### config.mk
export PLATFORM = sky130hd
export DESIGN_NAME = input_buffer_reader
export DESIGN_NICKNAME = d
export VERILOG_FILES = /design/src/rtl/input_buffer_reader.sv
export SDC_FILE = /design/constraint.sdc
export NUM_CORES = 1
export LEC_CHECK = 0
export BUFFER_PORTS_ARGS = -buffer_cell sky130_fd_sc_hd__buf_2
export CORE_MARGIN = 3
export CORE_UTILIZATION = 51
export CTS_CLUSTER_DIAMETER = 120
export DETAILED_ROUTE_END_ITERATION = 6
export PLACE_DENSITY = 0.77
export SLEW_MARGIN = 25
export SYNTH_ARGS = -nofsm -noshare
export SYNTH_HDL_FRONTEND = slang
export SYNTH_SLANG_ARGS = --single-unit
export TNS_END_PERCENT = 10
### constraint.sdc
create_clock -name clk -period 2.55 [get_ports clk]
set_input_delay 0.51 -clock clk [delete_from_list [all_inputs] [get_ports clk]]
set_output_delay 0.51 -clock clk [all_outputs]
set_load 0.005 [all_outputs]
### src/rtl/input_buffer_reader.sv
// Streams `length` buffer words from base_addr as valid/ready beats; first beat 2 cycles after start.
// A two-entry skid FIFO absorbs the read latency; reads stall once two words are outstanding.
module input_buffer_reader #(
   parameter int DATA_WIDTH    = 16,
   parameter int ADDR_WIDTH    = 4,
   parameter int RD_DATA_WIDTH = DATA_WIDTH,
   parameter int RD_ADDR_WIDTH = ADDR_WIDTH
) (
   input  logic                            clk,
   input  logic                            rst,
   input  logic                            start,
   input  logic [RD_ADDR_WIDTH-1:0]        base_addr,
   input  logic [RD_ADDR_WIDTH:0]          length,
   output logic                            busy,
   output logic                            done,
   output logic                            rd_en,
   output logic [RD_ADDR_WIDTH-1:0]        rd_addr,
   input  logic signed [RD_DATA_WIDTH-1:0] rd_data,
   output logic                            m_valid,
   input  logic                            m_ready,
   output logic signed [RD_DATA_WIDTH-1:0] m_data,
   output logic                            m_last
);

   typedef enum logic [1:0] {IDLE, STREAM, DRAIN, DONE} state_t;

   localparam logic [RD_ADDR_WIDTH:0] ONE = 1;

   state_t                         state;
   logic [RD_ADDR_WIDTH-1:0]       base_q;
   logic [RD_ADDR_WIDTH:0]         len_q;
   logic [RD_ADDR_WIDTH:0]         iss;
   logic [RD_ADDR_WIDTH:0]         bt;
   logic                           infl;
   logic signed [RD_DATA_WIDTH-1:0] fifo_mem [2];
   logic                           wr_ptr;
   logic                           rd_ptr;
   logic [1:0]                     cnt;

   logic       pop;
   logic       fifo_pop;
   logic       push;
   logic [1:0] cnt_n;
   logic [2:0] occ_n;
   logic       issue_ok;

   // An in-flight word is presented straight from rd_data when the FIFO is empty,
   // and is only written into the FIFO if it is not taken in that same cycle.
   assign m_valid  = (cnt != 2'd0) || infl;
   assign m_data   = (cnt != 2'd0) ? fifo_mem[rd_ptr] : (infl ? rd_data : '0);
   assign m_last   = m_valid && (bt == (len_q - ONE));
   assign busy     = (state != IDLE);
   assign done     = (state == DONE);

   assign pop      = m_valid && m_ready;
   assign fifo_pop = pop && (cnt != 2'd0);
   assign push     = infl && !(pop && (cnt == 2'd0));

   always_comb begin
      cnt_n = cnt;
      case ({push, fifo_pop})
         2'b10:   cnt_n = cnt + 2'd1;
         2'b01:   cnt_n = cnt - 2'd1;
         default: cnt_n = cnt;
      endcase
   end

   // Next-cycle occupancy: stored words plus the read currently on the bus.
   assign occ_n    = {1'b0, cnt_n} + {2'b00, rd_en};
   assign issue_ok = (iss < len_q) && (occ_n < 3'd2);

   always_ff @(posedge clk or posedge rst) begin
      if (rst) begin
         state       <= IDLE;
         base_q      <= '0;
         len_q       <= '0;
         iss         <= '0;
         bt          <= '0;
         infl        <= 1'b0;
         fifo_mem[0] <= '0;
         fifo_mem[1] <= '0;
         wr_ptr      <= 1'b0;
         rd_ptr      <= 1'b0;
         cnt         <= 2'd0;
         rd_en       <= 1'b0;
         rd_addr     <= '0;
      end else begin
         infl  <= rd_en;
         cnt   <= cnt_n;
         rd_en <= 1'b0;
         if (push) begin
            fifo_mem[wr_ptr] <= rd_data;
            wr_ptr           <= ~wr_ptr;
         end
         if (fifo_pop) begin
            rd_ptr <= ~rd_ptr;
         end
         if (pop) begin
            bt <= bt + ONE;
         end

         case (state)
            IDLE: begin
               if (start) begin
                  base_q <= base_addr;
                  len_q  <= length;
                  bt     <= '0;
                  if (length == '0) begin
                     iss   <= '0;
                     state <= DONE;
                  end else begin
                     rd_en   <= 1'b1;
                     rd_addr <= base_addr;
                     iss     <= ONE;
                     state   <= STREAM;
                  end
               end
            end
            STREAM: begin
               if (iss == len_q) begin
                  state <= DRAIN;
               end else if (issue_ok) begin
                  rd_en   <= 1'b1;
                  rd_addr <= base_q + iss[RD_ADDR_WIDTH-1:0];
                  iss     <= iss + ONE;
               end
            end
            DRAIN: begin
               if (cnt_n == 2'd0) begin
                  state <= DONE;
               end
            end
            default: begin
               state <= IDLE;
            end
         endcase
      end
   end

endmodule

; ---- After elaboration in Yosys (flattened, before gate mapping)
; Cells that the tools add are included.
[word_totals]
ff_bits = 63
latch_bits = 0
out_inout_bits = 25
rom_bits = 0
ramBits = 0
wordCells = 94
mem_count = 0
[op_classes]
bitwise = 4
shift = 0
n_lt_le_gt_ge = 5
eq_ne = 13
n_div = 0
n_mul = 0
addsub = 7
n_reduce_logical = 20
n_mux = 32
[ops]
columns = operator, n
row1 = two-way mux 16 bit, 6
row2 = bitwise mux 32 bit, 1
row3 = two-way mux 5 bit, 6
row4 = demux 16 bit (select 1 bit), 1
row5 = two-way mux 4 bit, 4
row6 = "!= test 2 bit, second input constant", 6
row7 = "adder 5 x 1 -> 5 bit, second input constant", 2
row8 = equality test 5 bit, 2
row9 = one-hot mux 5 bit (2 select lines), 1
row10 = two-way mux 2 bit, 4
row11 = one-hot mux 4 bit (2 select lines), 1
row12 = logical AND 1 bit, 7
row13 = "equality test 2 bit, second input constant", 3
row14 = logical NOT 2 bit, 3
row15 = one-hot mux 2 bit (3 select lines), 1
row16 = nonzero test 2 bit, 3
row17 = logical NOT 5 bit, 1
row18 = < comparator 5 bit, 1
row19 = two-way mux 1 bit, 5
row20 = AND reduction 5 bit, 1
row21 = "subtractor 5 x 1 -> 5 bit, second input constant", 1
row22 = adder 4 bit, 1
row23 = "equality test 2 x 1 -> 1 bit, second input constant", 2
row24 = ">= comparator 2 bit, second input constant", 2
row25 = 14 further kinds, 16

; ---- Depth between registers and ports, before layout
; Gate-level depths: netlist of run 1.
[depth]
ltp_word = 14
ltp_mapped = 11
ltp_nobuf = 9

; ---- Worst setup path before layout of run 1
; Ideal clock, no wire load.
[synth_timing]
path_type = register to register
from = register cnt[0]
to = register iss[3]
setup_ns = 0.078
period_less_slack_ns = 2.501
t_required_ns = 2.472
arrival_ns = 2.423
setup_slack_ns = 0.049
stages_incl_launch_ff = 11
cell_sequence = dfrtp_1 -> buf_4 -> nor2_1 -> nand2_1 -> nand2_1 -> ha_1 -> xnor2_1 -> a221oi_2 -> o2111ai_2 -> or4_1 -> a21oi_1
[synth_between]
elab_chain_len = 13
word_cells_on_any_way = 18
[synth_lines]
columns = element, line_no
row1 = "start, declared", 38  ; logic [1:0] cnt;
row2 = "start signal, assigned", 89  ; cnt <= cnt_n;
row3 = nonzero test 2 bit, "49, 56"
row4 = logical OR 1 bit, 49  ; assign m_valid = (cnt != 2'd0) || infl;
row5 = logical AND 1 bit, 55  ; assign pop = m_valid && m_ready;
row6 = logical AND 1 bit, 57  ; assign push = infl && !(pop && (cnt == 2'd0));
row7 = logical NOT 1 bit, 57
row8 = logical AND 1 bit, 57
row9 = equality test 2 x 1 -> 1 bit or equality test 2 bit (tied branches), 61  ; case ({push, fifo_pop})
row10 = one-hot mux 2 bit (2 select lines) (*), 61
row11 = via cnt_n[0], 43  ; logic [1:0] cnt_n;
row12 = adder 2 x 1 -> 3 bit (*), 69  ; assign occ_n = {1'b0, cnt_n} + {2'b00, rd_en};
row13 = < comparator 3 x 2 -> 1 bit (*), 70  ; assign issue_ok = (iss < len_q) && (occ_n < 3'd2);
row14 = logical AND 1 bit (*), 70
row15 = != test 2 bit (no line) (*), --
row16 = AND reduction 4 bit (no line) (*), --
row17 = "end signal, assigned", 125  ; iss <= iss + ONE;
row18 = "end, declared", 32  ; logic [RD_ADDR_WIDTH:0] iss;
; The timed path passes the listed nets; every way through them passes the cells marked *.
; A chain may end at the register's enable or synchronous reset.

; ---- Final worst setup path of run 1
[layout_timing]
from = register cnt[1]
to = register iss[4]
; The elaborated chain is that of the path after synthesis.

==> results.yml, run 1 <==
clock_tree:
  cts_buffers: 9
  clk_pin_slew_ps: 70
  clock_latency_ps: 340
  cts.sinks: 63
  clock_path_buffers: 2
  clock-root-buffer: "clkbuf_8"
  cts_hold_buffers: 0
  htree_num_levels: 3
  tritoncts: "done"
job:
  max-cap-violations: 0
final_layout:
  fin_util: 0.631
  area.growth.synth_to_final_pct: 19.0
  layout-drive-gt1-share: 0.332
  layout_common_cells: "dfrtp_1 (62), buf_2 (53), mux2_2 (34)"
  diodes: 0
  fillers: 536
  nets: 430
  design_area_mm2: 0.00405
  layout_commonest_cell: "dfrtp_1"
drt:
  wl_met3_um: 318
  wl_met2_um: 3450
  wl_per_cell_um: 15.1
  dr.pass1.iters: 4
  drc: 0
  drt-met1-wl_um: 3230
  wl_um: 7050
  top_layer: "met4"
  vias_per_cell: 5.56
  antenna_left: 0
  vias: 2589
  dr.first_iter.drc_count: 106
synth:
  ys_seq_area_frac: 0.463
  synthesis.nets: 367
  syn_area_per_cell_um2: 10.6
  synthArstFlopShare: 1.00
  synth_top_cell_area_share: 0.463
  synth_area_mm2: 0.00340
  synthMuxAreaShare: 0.171
  synth_cell_types: 40
  synth_edf_count: 0
  synth_ff_type: "dfrtp_1"
  yosysTopAreaCell: "dfrtp_1"
  synthCells: 321
  synthSimpleGateAreaFrac: 0.114
  ys_ff_latch: 63
  synth_fa_ha_area_frac: 0.0647
  synthXorXnorAreaFrac: 0.0437
  synth_top_family_by_area: "multiplexers"
  synth_warnings: 0
  synth_compound_area_frac: 0.106
  netlist_top_cells_area: "dfrtp_1 (46%), mux2_2 (11%), ha_1 (5.9%), mux2i_1 (5.9%), o21ai_0 (4.1%)"
place:
  placed_cell_area_mm2: 0.00379
  post-place-ws_ps: -55.4
  globalplace.congestion: 0.828
  port_buffers: 53
  dpl.hpwl_um: 4920
power:
  internal-power_w: 0.00338
  ir_worst_vdd_uv: 668
  p_leak_nw: 1.90
  pwr_density_cell_mw_per_mm2: 1360
  clockPowerShare: 0.159
  power_frac_comb: 0.516
  seq_power_share: 0.325
  p_switching_w: 0.00214
  p_sw_frac: 0.388
timing:
  fin_crit_sh: 0.960
  setup_violations: 0
  finalCriticalPeriod_ps: 2450
  setup_slack_ps: 102
  setup_tns_ps: 0
  whs_ps: 386
  hold_viol_final: 0
  max_freq_mhz: 409
  drv_slew: 0
  maxSlewHeadroom: 0.475
  fin_skew_ps: 7.13
  worst_slew_pin_slew_ps: 788
setup_path:
  cp_num_buf_inv: 0
  crit_type: "register to register"
  critPathSlowestCell: "or4_4"
  crit_chain: "nor2_4 -> nand2_2 -> nand2_2 -> ha_4 -> xnor2_1 -> a221oi_2 -> o2111ai_2 -> or4_4 -> a21oi_2"
  crit_family: "simple AND/OR/NAND/NOR gates"
  start_kind: "register"
  end_kind: "register"
  crit_arrival_ps: 2720
  crit_top_cell: "nand2_2"
  critPathRequiredTime_ps: 2820
  cp_max_fo: 6
  slowest_delay_ps: 570
die:
  die_x_um: 87.7
  core_area_mm2: 0.00642
  die_area_mm2: 0.00769
  io_pins: 54
  start_util: 0.530
  dieHeight_um: 87.7
  rows: 29
status:
  outcome: "completed"
global_route:
  overflow: 0
  grt_usage: 0.205
  grt_pass1_wl_um: 12200
  grt_pass1_vias: 2589
  grt_max_degree: 64
  antenna_found_initial: 0
worst_hold_path:
  hp-class: "input port to asynchronous set/reset pin"
layout make-up:
type / count / area [µm²] / share of cell area
clock inverter: 6 / 67.6 / 0.0167
tap: 77 / 96.3 / 0.0238
multi-input combinational: 227 / 1740 / 0.429
sequential: 63 / 1580 / 0.389
clock buffer: 10 / 138 / 0.0340
timing repair buffer: 68 / 378 / 0.0932
inverter: 15 / 56.3 / 0.0139
what timing repair did:
action | CTS | global route
setup buffers | 0 | 3
resized for setup | 1 | 8
setup endpoints to repair | 1 | 10
pin swaps | 0 | 6
worst register-to-register path, delay by kind of cell, from the launching register on:
kind | cells | cell delay, ps
simple gates | 4 | 880
compound gates | 3 | 690
flops | 1 | 450
xor+xnor | 1 | 160
fa+ha+maj | 1 | 220
flip-flops by register name, indices dropped and copies added, names as in the netlist, 2 cells and up:
| signal | count |
|---|---|
| rd_addr | 4 |
| iss | 5 |
| bt | 5 |
| state | 2 |
| len_q | 5 |
| fifo_mem | 32 |
| cnt | 2 |
| base_q | 4 |
stage by stage:
step	power, W	cells
after floorplan	0.00371	321
after detailed placement	0.00458	447
after global routing	0.00603	466
after CTS	0.00548	463
final	0.00552	466
after global placement	0.00446	447
synthesized netlist by cell type, types with 2 or more instances:
master    number
dfrtp_1       63
mux2_2        34
nand2_1       29
o21ai_0       28
mux2i_1       20
nand3_1       20
ha_1          16
inv_1         15
nor2_1        12
clkbuf_1      11
xnor2_1       11
a21oi_1        8
xor2_1         6
nor3_1         5
buf_2          4
a21o_1         3
a221o_1        3
and2_1         3
o31ai_1        3
or3_1          3
nand4_1        2
o21a_1         2
o22ai_1        2
or4_1          2
logic make-up (layout without fill, tap and decap cells):
| logic type | count (synthesis) | in the layout |
|---|---|---|
| compound gates | 57 | 57 |
| xor+xnor | 17 | 17 |
| fa+ha+maj | 17 | 17 |
| buf+inv | 31 | 99 |
| flops | 63 | 63 |
| mux | 54 | 54 |
| simple gates | 82 | 82 |
layer usage:
metal,up-vias,GRT usage
met5,-,0
met4,0,0.0488
met3,5,0.0630
met2,63,0.346
met1,1250,0.258
li1,1271,-
power groups by stage:
stage               sequential, W  combinational, W  clock, W
floorplan                 0.00171           0.00200         0
global placement          0.00178           0.00268         0
detailed placement        0.00181           0.00277         0
CTS                       0.00179           0.00279  0.000899
global route              0.00186           0.00322  0.000949
finish                    0.00179           0.00285  0.000877
path summary, 6_finish.rpt:
kind / from / to / slack [ps] / cells after the start
max: cnt[1] / iss[4] / 100 / 9
min: rst / fifo_mem[5] / 390 / 3
max reg2reg: cnt[1] / iss[4] / 100 / 9
min reg2reg: rd_en / infl / 470 / 0
max in group asynchronous: rst / cnt[1] / 1610 / 3
min in group clk: length[0] / len_q[0] / 390 / 3
Note: power is estimated with default switching activity, not from simulation.
==> run 2: changes to the inputs <==
- ABC_AREA: default -> 1
- CORE_UTILIZATION: 51 -> 52
- PLACE_DENSITY: 0.77 -> 0.78
==> results.yml, run 2 <==
final_layout:
  seq_area_mm2: 0.00158
  diodes: 0
  layout_commonest_cell: "nand2_1"
  top_register: "fifo_mem"
  fillers: 545
  multiInputGateArea_mm2: 0.00170
  layout-drive-gt1-share: 0.234
  largest_register_ffs: 32
  area.growth.synth_to_final_pct: 15.3
  layout_common_cells: "nand2_1 (94), dfrtp_1 (63), buf_2 (53)"
  nets: 520
timing:
  drv_slew: 0
  fin_crit_sh: 0.933
  rsz0062_at_grt: "no"
  finalCriticalPeriod_ps: 2380
  worst_slew_pin_slew_ps: 522
  hold_viol_final: 0
  setup_violations: 0
  max_freq_mhz: 420
  setup_slack_ps: 171
  setup_tns_ps: 0
  maxSlewHeadroom: 0.651
  fin_skew_ps: 7.34
power:
  ir_worst_vdd_uv: 587
  clockPowerShare: 0.174
  p_switching_w: 0.00236
  finalPower_w: 0.00560
  p_sw_frac: 0.422
  power_frac_comb: 0.506
  seq_power_share: 0.320
  pwr_density_cell_mw_per_mm2: 1360
  p_leak_nw: 2.08
  internal-power_w: 0.00324
global_route:
  overflow: 0
  grt_pass1_wl_um: 12600
  grt_usage: 0.207
  grt_pass1_vias: 2818
  antenna_found_initial: 0
  grt_max_degree: 31
setup_path:
  cp_max_fo: 3
  start_kind: "register"
  critPathRequiredTime_ps: 2040
  end_kind: "output port"
  rr_worst_depth: 15
  r2r_setup_slack_ps: 330
  crit_arrival_ps: 1870
  reg2reg_from: "cnt[0]"
  rr_endpoint: "iss[1]"
  crit_type: "register to output port"
synth:
  synth_top_cell_area_share: 0.442
  synth.most_common_cell: "nand2_1"
  ys_seq_area_frac: 0.442
  yosysTopAreaCell: "dfrtp_1"
  synthesis.nets: 466
  synth_edf_count: 0
  netlist_top_cells_area: "dfrtp_1 (44%), nand2_1 (9.9%), ha_1 (5.6%), inv_1 (4.7%), nor2_1 (4.5%)"
  synth_cell_types: 36
  synthCells: 420
  synth_warnings: 0
  synth_area_mm2: 0.00357
  syn_area_per_cell_um2: 8.49
  synthArstFlopShare: 1.00
  synth_top_cells_by_count: "nand2_1 (94), dfrtp_1 (63), inv_1 (45)"
  synth_ff_type: "dfrtp_1"
  ys_ff_latch: 63
drt:
  vias_per_cell: 5.21
  vias: 2897
  dr.first_iter.drc_count: 104
  antenna_left: 0
  dr.pass1.iters: 4
  drc: 0
  wl_um: 7330
  wl_per_cell_um: 13.2
clock_tree:
  clock_latency_ps: 350
  cts.sinks: 63
  clock-root-buffer: "clkbuf_8"
  clk_pin_slew_ps: 70
  cts_buffers: 9
  cts_setup_buffers: 0
  cts_resized: 0
  tritoncts: "done"
  htree_num_levels: 3
  clock_path_buffers: 2
  cts_hold_buffers: 0
place:
  post-place-ws_ps: 352
  dpl.hpwl_um: 5300
  port_buffers: 53
  globalplace.congestion: 0.818
die:
  die_x_um: 88.8
  rows: 29
  core_area_mm2: 0.00649
  io_pins: 54
  dieHeight_um: 88.8
  start_util: 0.549
  die_area_mm2: 0.00789
worst_hold_path:
  hp-class: "input port to asynchronous set/reset pin"
status:
  outcome: "completed"
job:
  max-cap-violations: 0
==> run 2: changes by cell type in the layout (fill, tap and decap cells not counted), sizes merged, moves of 8 or more <==
cell	delta
inv	+36
mux2i	-20
o21a	+11
mux2	-31
o32ai	+13
xnor2	-8
buf	-10
nand2	+78
nor2	+35
==> run 2: power groups by stage <==
stage,registers [W],logic [W],clock network (W)
floorplan,0.00173,0.00220,0
finish,0.00179,0.00283,0.000975
global route,0.00185,0.00324,0.00104
CTS,0.00179,0.00287,0.000991
detailed placement,0.00181,0.00285,0
global placement,0.00179,0.00276,0
==> run 2: critical path, cell delays in order (launching register included) <==
cell     delay [ps]
dfrtp_1         410
inv_1           100
ha_1            230
xnor2_1         160
xor2_1          160
nand4_1         120
nor3_1          180
buf_2           150
==> run 2: cell families (layout without fill, tap and decap cells) <==
group,count (synthesis),after routing,share of synthesized area
compound gates,71,71,0.132
xor+xnor,13,13,0.0319
mux,3,3,0.0126
flops,63,63,0.442
buf+inv,67,126,0.0803
fa+ha+maj,17,17,0.0617
simple gates,186,186,0.240
==> run 2: area by class of cell <==
type,instances,share of cell area
clock inverter,5,0.0198
timing repair buffer,58,0.0767
clock buffer,11,0.0344
multi-input combinational,290,0.414
sequential,63,0.383
inverter,52,0.0481
tap,77,0.0234
==> run 2: how the worst max path moves through the flow <==
stage,start,end,slack [ps],depth (start not counted)
after global routing,len_q[0],m_last,70,7
after detailed placement,cnt[0],iss[1],350,15
final,len_q[0],m_last,170,7
after floorplan,rst,base_q[0],470,1
after CTS,len_q[0],m_last,140,7
after global placement,cnt[0],iss[0],420,15
==> run 2: metrics by stage <==
stage          utilization  instance area, µm²  hold slack, ps  instances
5_1_grt              0.633                4110             108        556
3_5_place_dp         0.599                3890             449        540
3_3_place_gp         0.599                3890             445        540
2_1_floorplan            -                3570             396        420
6_report             0.633                4110             108        556
4_1_cts              0.633                4110             102        556
==> run 2: per-layer routing <==
metal,wire length (µm),part of all wire,GRT usage,vias up
met1,3270,0.45,0.250,1350
met5,0,0,0,-
li1,-,-,-,1482
met3,272,0.037,0.0531,15
met2,3650,0.50,0.353,50
met4,144,0.020,0.0852,0
